File: src/rtl/res_writer_pkg.sv
// Shared definitions for the result writer: FSM states, instruction field layout
// and the AXI4 constants used when issuing write bursts.
package res_writer_pkg;

   localparam int DFLT_CORE_AXI_DATA_WIDTH = 128;
   localparam int DFLT_CORE_INSTR_WIDTH    = 64;

   localparam int INSTR_ADDR_LSB = 0;
   localparam int INSTR_ADDR_W   = 32;
   localparam int INSTR_CNT_LSB  = 32;
   localparam int INSTR_CNT_W    = 16;
   localparam int INSTR_RSVD_LSB = 48;

   localparam logic [1:0] AXI_BURST_INCR = 2'b01;
   localparam logic [1:0] AXI_RESP_OKAY  = 2'b00;

   typedef enum logic [1:0] {
      ST_IDLE,
      ST_ADDR,
      ST_DATA,
      ST_RESP
   } res_state_e;

endpackage

File: src/rtl/res_burst_calc.sv
// Picks the next AXI burst length: limited by the beats left, the maximum burst
// size and the room remaining before the next 4 KB page boundary.
module res_burst_calc
   import res_writer_pkg::*;
#(
   parameter int DATA_BYTES    = 16,
   parameter int MAX_BURST_LEN = 16
)(
   input  logic [15:0] remaining_i,
   input  logic [11:0] addr_lo_i,
   output logic [8:0]  len_o
);

   localparam int BYTE_SHIFT = $clog2(DATA_BYTES);

   logic [12:0] page_room;

   always_comb begin
      page_room = (13'd4096 - {1'b0, addr_lo_i}) >> BYTE_SHIFT;
      if (page_room > 13'(MAX_BURST_LEN)) begin
         len_o = 9'(MAX_BURST_LEN);
      end else begin
         len_o = page_room[8:0];
      end
      if (remaining_i < 16'(len_o)) begin
         len_o = remaining_i[8:0];
      end
      // An unaligned address in the last beat of a page still needs one beat to progress
      if (len_o == 9'd0) begin
         len_o = 9'd1;
      end
   end

endmodule

File: src/rtl/res_writer.sv
// Result writer: takes {beat_cnt, base_addr} instructions and streams the matching
// layout-converter beats out as 4 KB-safe AXI4 INCR write bursts, one at a time.
module res_writer
   import res_writer_pkg::*;
#(
   parameter int AXI_DATA_WIDTH   = DFLT_CORE_AXI_DATA_WIDTH,
   parameter int AXI_ADDR_WIDTH   = 32,
   parameter int CORE_INSTR_WIDTH = DFLT_CORE_INSTR_WIDTH,
   parameter int MAX_BURST_LEN    = 16
)(
   input  logic                          clk,
   input  logic                          rst_n,
   input  logic                          s_axis_res_instr_tvalid,
   output logic                          s_axis_res_instr_tready,
   input  logic [CORE_INSTR_WIDTH-1:0]   s_axis_res_instr_tdata,
   input  logic                          s_axis_lc2res_tvalid,
   output logic                          s_axis_lc2res_tready,
   input  logic [AXI_DATA_WIDTH-1:0]     s_axis_lc2res_tdata,
   input  logic [AXI_DATA_WIDTH/8-1:0]   s_axis_lc2res_tkeep,
   input  logic                          s_axis_lc2res_tlast,
   input  logic                          s_axis_lc2res_tuser,
   output logic [AXI_ADDR_WIDTH-1:0]     m_axi_awaddr,
   output logic [7:0]                    m_axi_awlen,
   output logic [2:0]                    m_axi_awsize,
   output logic [1:0]                    m_axi_awburst,
   output logic                          m_axi_awvalid,
   input  logic                          m_axi_awready,
   output logic [AXI_DATA_WIDTH-1:0]     m_axi_wdata,
   output logic [AXI_DATA_WIDTH/8-1:0]   m_axi_wstrb,
   output logic                          m_axi_wlast,
   output logic                          m_axi_wvalid,
   input  logic                          m_axi_wready,
   input  logic [1:0]                    m_axi_bresp,
   input  logic                          m_axi_bvalid,
   output logic                          m_axi_bready,
   output logic                          instr_done,
   output logic                          layer_done,
   output logic                          err_resp,
   output logic                          err_len
);

   localparam int DATA_BYTES = AXI_DATA_WIDTH / 8;
   localparam int SIZE_LOG2  = $clog2(DATA_BYTES);

   res_state_e                state_q, state_d;
   logic [AXI_ADDR_WIDTH-1:0] cur_addr_q, cur_addr_d, load_addr;
   logic [15:0]               remaining_q, remaining_d, load_rem;
   logic [8:0]                len_q, len_d, beat_q, beat_d, calc_len;
   logic                      tuser_q, tuser_d;
   logic                      instr_done_q, instr_done_d;
   logic                      layer_done_q, layer_done_d;
   logic                      err_resp_q, err_resp_d;
   logic                      err_len_q, err_len_d;
   logic                      run_q;
   logic                      last_beat, final_beat;

   logic [CORE_INSTR_WIDTH-INSTR_RSVD_LSB-1:0] unused_rsvd;
   assign unused_rsvd = s_axis_res_instr_tdata[CORE_INSTR_WIDTH-1:INSTR_RSVD_LSB];

   // Address/count that a new burst starts from: the instruction in IDLE, else the post-burst values
   always_comb begin
      if (state_q == ST_IDLE) begin
         load_addr = AXI_ADDR_WIDTH'(s_axis_res_instr_tdata[INSTR_ADDR_LSB +: INSTR_ADDR_W]);
         load_rem  = s_axis_res_instr_tdata[INSTR_CNT_LSB +: INSTR_CNT_W];
      end else begin
         load_addr = cur_addr_q + (AXI_ADDR_WIDTH'(len_q) << SIZE_LOG2);
         load_rem  = remaining_q - 16'(len_q);
      end
   end

   res_burst_calc #(
      .DATA_BYTES    (DATA_BYTES),
      .MAX_BURST_LEN (MAX_BURST_LEN)
   ) u_burst_calc (
      .remaining_i (load_rem),
      .addr_lo_i   (load_addr[11:0]),
      .len_o       (calc_len)
   );

   assign last_beat  = (beat_q == len_q - 9'd1);
   assign final_beat = last_beat && (remaining_q == 16'(len_q));

   always_comb begin
      state_d      = state_q;
      cur_addr_d   = cur_addr_q;
      remaining_d  = remaining_q;
      len_d        = len_q;
      beat_d       = beat_q;
      tuser_d      = tuser_q;
      instr_done_d = 1'b0;
      layer_done_d = 1'b0;
      err_resp_d   = err_resp_q;
      err_len_d    = err_len_q;

      s_axis_res_instr_tready = 1'b0;
      s_axis_lc2res_tready    = 1'b0;
      m_axi_awaddr            = '0;
      m_axi_awlen             = 8'd0;
      m_axi_awsize            = 3'd0;
      m_axi_awburst           = 2'b00;
      m_axi_awvalid           = 1'b0;
      m_axi_wdata             = '0;
      m_axi_wstrb             = '0;
      m_axi_wlast             = 1'b0;
      m_axi_wvalid            = 1'b0;
      m_axi_bready            = 1'b0;

      case (state_q)
         ST_IDLE: begin
            // run_q keeps the instruction port closed for the first cycle out of reset
            s_axis_res_instr_tready = run_q;
            if (run_q && s_axis_res_instr_tvalid) begin
               cur_addr_d  = load_addr;
               remaining_d = load_rem;
               tuser_d     = 1'b0;
               if (load_rem == 16'd0) begin
                  instr_done_d = 1'b1;
               end else begin
                  state_d = ST_ADDR;
                  len_d   = calc_len;
                  beat_d  = 9'd0;
               end
            end
         end
         ST_ADDR: begin
            m_axi_awvalid = 1'b1;
            m_axi_awaddr  = cur_addr_q;
            m_axi_awlen   = 8'(len_q - 9'd1);
            m_axi_awsize  = 3'(SIZE_LOG2);
            m_axi_awburst = AXI_BURST_INCR;
            if (m_axi_awready) begin
               state_d = ST_DATA;
            end
         end
         ST_DATA: begin
            m_axi_wvalid         = s_axis_lc2res_tvalid;
            s_axis_lc2res_tready = m_axi_wready;
            m_axi_wdata          = s_axis_lc2res_tdata;
            m_axi_wstrb          = s_axis_lc2res_tkeep;
            m_axi_wlast          = last_beat;
            if (s_axis_lc2res_tvalid && m_axi_wready) begin
               beat_d = beat_q + 9'd1;
               if (s_axis_lc2res_tlast != final_beat) begin
                  err_len_d = 1'b1;
               end
               if (final_beat) begin
                  tuser_d = s_axis_lc2res_tuser;
               end
               if (last_beat) begin
                  state_d = ST_RESP;
               end
            end
         end
         ST_RESP: begin
            m_axi_bready = 1'b1;
            if (m_axi_bvalid) begin
               if (m_axi_bresp != AXI_RESP_OKAY) begin
                  err_resp_d = 1'b1;
               end
               cur_addr_d  = load_addr;
               remaining_d = load_rem;
               if (load_rem == 16'd0) begin
                  state_d      = ST_IDLE;
                  instr_done_d = 1'b1;
                  layer_done_d = tuser_q;
               end else begin
                  state_d = ST_ADDR;
                  len_d   = calc_len;
                  beat_d  = 9'd0;
               end
            end
         end
         default: begin
            state_d = ST_IDLE;
         end
      endcase
   end

   always_ff @(posedge clk or negedge rst_n) begin
      if (!rst_n) begin
         state_q      <= ST_IDLE;
         cur_addr_q   <= '0;
         remaining_q  <= 16'd0;
         len_q        <= 9'd0;
         beat_q       <= 9'd0;
         tuser_q      <= 1'b0;
         instr_done_q <= 1'b0;
         layer_done_q <= 1'b0;
         err_resp_q   <= 1'b0;
         err_len_q    <= 1'b0;
         run_q        <= 1'b0;
      end else begin
         state_q      <= state_d;
         cur_addr_q   <= cur_addr_d;
         remaining_q  <= remaining_d;
         len_q        <= len_d;
         beat_q       <= beat_d;
         tuser_q      <= tuser_d;
         instr_done_q <= instr_done_d;
         layer_done_q <= layer_done_d;
         err_resp_q   <= err_resp_d;
         err_len_q    <= err_len_d;
         run_q        <= 1'b1;
      end
   end

   assign instr_done = instr_done_q;
   assign layer_done = layer_done_q;
   assign err_resp   = err_resp_q;
   assign err_len    = err_len_q;

endmodule

File: config.mk
export PLATFORM = sky130hd
export DESIGN_NAME = res_writer
export DESIGN_NICKNAME = d
export VERILOG_FILES = /design/src/rtl/res_writer_pkg.sv /design/src/rtl/res_burst_calc.sv /design/src/rtl/res_writer.sv
export SDC_FILE = /design/constraint.sdc
export NUM_CORES = 1
export LEC_CHECK = 0
export CAP_MARGIN = 25
export CORE_AREA = 2 2 162 164
export DETAILED_ROUTE_END_ITERATION = 10
export DIE_AREA = 0 0 164 166
export HOLD_SLACK_MARGIN = 0.12
export SLEW_MARGIN = 15
export SYNTH_ARGS = -nofsm -noshare
export SYNTH_HDL_FRONTEND = slang
export SYNTH_SLANG_ARGS = --single-unit
export TNS_END_PERCENT = 1
File: constraint.sdc
create_clock -name clk -period 12.66 [get_ports clk]
set_clock_uncertainty 0.2 [all_clocks]
set_input_delay 1.899 -clock clk [delete_from_list [all_inputs] [get_ports clk]]
set_output_delay 1.899 -clock clk [all_outputs]
set_load 0.005 [all_outputs]
== Yosys cells after proc, flatten, opt, wreduce, memory -nomap -nowiden ==
Cells that the tools add are included.
Widths: inputs -> output; s select.

* Flip-flop bits (word level): 74

* Add/sub/neg operators: 5
* Magnitude comparators: 2
* Equal/unequal tests: 13
* Mux-type cells: 51
* Reductions and logical operators: 16

{| class="wikitable"
|+ Operators with widths
! cell !! number
|-
| $mux 128 || 1
|-
| $mux 32 || 4
|-
| $mux 9 || 10
|-
| $mux 16 || 4
|-
| $pmux 32 s2 || 1
|-
| $add 32x13->32 || 1
|-
| $pmux 16 s2 || 1
|-
| $pmux 9 s3 || 1
|-
| $pmux 9 s2 || 1
|-
| $mux 1 || 17
|-
| $eq 16x9->1 || 1
|-
| $logic_not 16->1 || 1
|-
| $lt 16x9->1 || 1
|-
| $sub 16x9->16 || 1
|-
| $sub 13x12->13 const A || 1
|-
| $mux 2 || 6
|-
| $ne 2x2->1 const B || 6
|-
| $add 9x1->9 const B || 1
|-
| $eq 9x9->1 || 1
|-
| $gt 9x5->1 const B || 1
|-
| $logic_not 9->1 || 1
|-
| $reduce_and 3->1 || 3
|-
| $sub 9x1->9 const B || 1
|-
| $mux 8 || 1
|-
| 13 further kinds || 20
|}

== Logic depth before layout (Yosys ltp) ==
* Depth after elaboration: 12
* Depth in mapped cells: 21

== Hierarchy ==
From an unflattened synthesis, not the netlist that was laid out.

* Cell total of the unflattened synthesis: 866
* Area, all modules: 6907.9 um2

{| class="wikitable"
|+ By module, submodules not included
! module !! times used !! cells each !! area each (um2) !! seq. area each (um2)
|-
| res_writer || 1 || 803 || 6481.2 || 1851.8
|-
| res_burst_calc || 1 || 63 || 426.7 || 0.0
|}

== Worst setup path after synthesis ==
No wires, ideal clock.

* Kind: input to register
* From: input s_axis_res_instr_tdata[2]
* To: register len_q[3]
* Library setup time: 125 ps
* Arrival: 4428 ps
* Required time: 12335 ps
* Setup slack: 7907 ps
* Cell stages on the path: 15
* Cell sequence: nor4_1 > a32oi_1 > nor2b_1 > nand2_1 > nor2_1 > nor3_1 > ha_1 > a21oi_1 > nor2b_1 > o21ai_0 > nand2b_1 > a211oi_1 > nand4_1 > mux2i_1 > mux2_4

* Longest elaborated chain between the ends: 11
* Elaborated cells on any way between the ends: 12

{| class="wikitable"
|+ Ends and longest elaborated chain
! element !! line !! source
|-
| start: declaration || res_writer.sv:15 || <nowiki>input logic [CORE_INSTR_WIDTH-1:0] s_axis_res_instr_tdata,</nowiki>
|-
| $mux 32 * || res_writer.sv:62 || <nowiki>if (state_q == ST_IDLE) begin</nowiki>
|-
| $sub 13x12->13 * || res_burst_calc.sv:19 || <nowiki>page_room = (13'd4096 - {1'b0, addr_lo_i}) >> BYTE_SHIFT;</nowiki>
|-
| $gt 9x5->1 || res_burst_calc.sv:20 || <nowiki>if (page_room > 13'(MAX_BURST_LEN)) begin</nowiki>
|-
| $mux 9 * || res_burst_calc.sv:20 ||
|-
| $lt 16x9->1 || res_burst_calc.sv:25 || <nowiki>if (remaining_i < 16'(len_o)) begin</nowiki>
|-
| $mux 9 * || res_burst_calc.sv:25 ||
|-
| $logic_not 9->1 || res_burst_calc.sv:29 || <nowiki>if (len_o == 9'd0) begin</nowiki>
|-
| $mux 9 * || res_burst_calc.sv:29 ||
|-
| $mux 9 * || res_writer.sv:116, res_writer.sv:162 ||
|-
| $mux 9 (on tied branches) || res_writer.sv:156, res_writer.sv:112 ||
|-
| $pmux 9 s2 * || res_writer.sv:108 || <nowiki>case (state_q)</nowiki>
|-
| end signal: assignment || res_writer.sv:196 || <nowiki>len_q <= len_d;</nowiki>
|-
| end: declaration || res_writer.sv:48 || <nowiki>logic [8:0] len_q, len_d, beat_q, beat_d, calc_len;</nowiki>
|}

Mark *: on every way between the ends. The rest lies on a longest branch, timed or not. The select of a mux whose other input is x is not followed.
A chain may end at the register's enable or synchronous reset.

== Final worst setup path ==
* From: input s_axis_res_instr_tdata[2]
* To: register len_q[0]

The elaborated chain is that of the path after synthesis.

==> results.md <==
- Final Hold Fails: 0
- CP Capture Type: register
- Gpl congestion: 0.936
- I/O Pins: 418
- Period minus WS final: approximately 5.6 ns
- CTS Buf Count: 9
- Sequential area share after synthesis: 0.263
- Share of cells above drive strength 1: 0.0508
- CTS clk-pin slew, worst paths: 0.06 ns
- Synthesized cell area: 7030 µm²
- CP top delay family: simple AND/OR/NAND/NOR gates
- Fin util: 0.455
- Post-cts gate resize count: 0
- Die Area: 27200 µm²
- P_int: ~1400 µW
- P_leak: 0.00477 µW
- Critical path arrival: 5.68 ns
- Worst-path fanout max: 9
- R2r worst-path depth: 15
- Required time of the worst setup path: 12.72 ns
- Placed inst area: 11300 µm²
- Startpoint Class: primary input
- FFs w/ async S/R, synth: 1.00
- First-pass GRT wire length: 54700 µm
- Starting Density: 0.275
- Prevailing post-synth register cell: dfrtp_1
- Setup TNS: 0 ns
- Slowest Stage Delay on Critical Path: 0.50 ns
- CTS root buf: clkbuf_16
- Pwr Total: 2550 µW
- Hold Path Stages: 2
- Core Region: 25600 µm²
- Slew Viols, Final: 0
- Slowest cell on crit path: nor4_1
- Number of setup buffers added after CTS: 0
- Flop pwr share: 0.159
- Wire per inst: 24.0 µm
- Max-Cap Viols: 0
- CTS hold repair buffers: 0
- Site row count: 59
- Remaining antenna violation count: 0
- Gr ovfl total: 0
- Setup WS post-layout: about 7.0 ns
- Outcome: complete, no violations
- Total track usage: 0.280
- Mapped Cells: slightly below 900
- Fin crit share: 0.444
- Maximum clock rate: 178 MHz
- CTS tree: done
- Dpl ws: ~6.8 ns
- CTS max path bufs: 2
- Worst path depth: 16
- Final setup fails: 0
- Comb power frac: 0.738
- Layout Nets: between 1500 and 2000
- Die Ht: ~170 µm
- Synth Register Bits: 74
- Finished Cell Area: 11600 µm²
- Unrepaired setup endpoints after global routing: no
- Vias/cell: 5.04
- CP dominant cell by count: nor2b_1
- Via count: about 8100
- # H-tree levels: 3
- Clock network fraction of total power: 0.103
- CP Buf/Inv Count: 1
- Post-detailed-routing wire length: roughly 39000 µm
- Measured slew at the worst slew-check pin: 0.890 ns
- Port Buffers: 398
- Sw Pwr: 1200 µW
- Initial DRC count: 540
- Vias in the first global route: 7808
- Drt pass-1 iters: 5
- Filler Cell Count: 2521
- DRC Markers: 0
- Switching share of total power: 0.468
- Later-pin clock latency in the skew report: 0.35 ns
- Sink Count: 74
- Synth unique cells: 74
- Placed wire-length estimate: 32200 µm
- Slew HR: 0.405
- Yosys warnings: 0
- Largest net degree at the start of global routing: 88
- Hold Path Class: reg -> reg
- Syn avg cell area: around 8 µm²
- Max VDD drop: approximately 0.00011 V
- Synth-to-layout area growth: 65.5%
- Worst Setup Path Type: in -> reg
- Die width: 164 µm
- Pwr dens: 219 nW/µm²
- Crit-path cells: clkdlybuf4s50_1 > nor4_1 > a32oi_1 > nor2b_1 > nand2_1 > nor2_1 > nor3_1 > ha_1 > a21oi_1 > nor2b_1 > o21ai_0 > nand2b_1 > a211oi_1 > nand4_1 > mux2_2 > mux2i_1
- Antenna violations before repair: 35
- EDFF count, synth: 0
## layout by cell type, fill, tap and decap left out, drive strengths merged, types with 5 or more instances in the layout
cell / instances
a211o: 5
a211oi: 13
a21o: 15
a21oi: 50
a31o: 5
a31oi: 10
a41o: 5
and2: 189
and3: 8
and4: 6
buf: 10
clkbuf: 12
clkdlybuf4s50: 397
conb: 8
dfrtp: 74
diode: 18
ha: 32
inv: 32
mux2: 12
mux2i: 12
nand2: 69
nand3: 20
nand4: 13
nor2: 52
nor2b: 11
nor3: 15
nor3b: 7
nor4: 11
nor4b: 5
o21a: 5
o21ai: 38
o21bai: 5
o22ai: 17
o31ai: 6
or2: 7
or3: 9
or4: 5
xnor2: 12
xor2: 14
## power by group through the flow
stage                     logic, µW  registers [µW]  clock network [µW]
after CTS                      1880             405                 268
after global routing           2070             417                 278
after floorplan                1150             373                   0
final                          1880             406                 264
after global placement         1850             407                   0
after detailed placement       1870             408                   0
## worst paths after layout
path / slack (ns) / end / startpoint
max in group asynchronous: 10.30 / len_q[2]$_DFFE_PN0P_ / rst_n
hold reg to reg: 0.29 / remaining_q[2]$_DFFE_PN0P_ / remaining_q[2]$_DFFE_PN0P_
setup / recovery: 7.04 / len_q[0]$_DFFE_PN0P_ / s_axis_res_instr_tdata[2]
hold / removal: 0.29 / remaining_q[2]$_DFFE_PN0P_ / remaining_q[2]$_DFFE_PN0P_
min in group asynchronous: 1.35 / cur_addr_q[23]$_DFFE_PN0P_ / rst_n
setup reg to reg: 7.70 / len_q[0]$_DFFE_PN0P_ / len_q[0]$_DFFE_PN0P_
## per-stage QoR
step / instances / hold slack (ns)
3_5_place_dp: 1579 / 0.274
3_3_place_gp: 1579 / 0.268
4_1_cts: 1593 / 0.292
2_1_floorplan: 898 / 0.256
6_report: 1614 / 0.285
5_1_grt: 1608 / 0.326
## metal layers
metal  vias to the layer above  global-route usage  part of all wire
met1                      3801               0.318              0.38
li1                       3883                   -                 -
met2                       329               0.425              0.45
met5                         -                   0            0.0067
met3                        86               0.158              0.13
met4                        40               0.126             0.037
## cells in the mapped netlist, drive strengths merged, types with 8 or more instances
cell,count,area [µm²]
and2,189,1180
dfrtp,74,1850
nand2,69,259
nor2,52,198
a21oi,50,250
clkbuf,39,146
o21ai,38,190
ha,32,400
inv,32,120
buf,20,119
nand3,20,100
o22ai,17,106
a21o,15,113
nor3,15,86.3
xor2,14,123
a211oi,13,103
nand4,13,81.3
mux2,12,154
mux2i,12,120
xnor2,12,105
nor2b,11,68.8
nor4,11,81.3
a31oi,10,62.6
or3,9,56.3
and3,8,50.1
## sequential cells by signal (all words and copies together) (netlist names)
register and cells:
len_q 9, cur_addr_q 32, err_resp 1, err_len 1
remaining_q 16, instr_done 1, state_q 2, beat_q 9
run_q 1, layer_done 1, tuser_q 1
## worst min-delay path, delay by kind of cell (launching register included)
kind	cells	cell delay [ns]
DFF	1	0.35
AOI/OAI and AO/OA	1	0.06
and+or+nand+nor	1	0.05
## cell type report
class                      count  area, µm²  area share
clock inverter                 3       40.0     0.00344
tap                          335        419      0.0360
multi-input combinational    733       4840       0.416
sequential                    74       1850       0.159
timing repair buffer         408       4070       0.350
antenna                       18       45.0     0.00387
clock buffer                  11        253      0.0217
inverter                      32        120      0.0103
## kinds of logic (layout without fill, tap and decap cells)
group,count (synthesis),after routing,share of synthesized area
flops,74,74,0.263
compound gates,200,200,0.188
fa+ha+maj,34,34,0.0626
mux,24,24,0.0390
other cells,2,26,0.00107
xor+xnor,27,27,0.0356
simple gates,440,440,0.356
buf+inv,91,454,0.0548
Power figures use the tool's default switching activity.
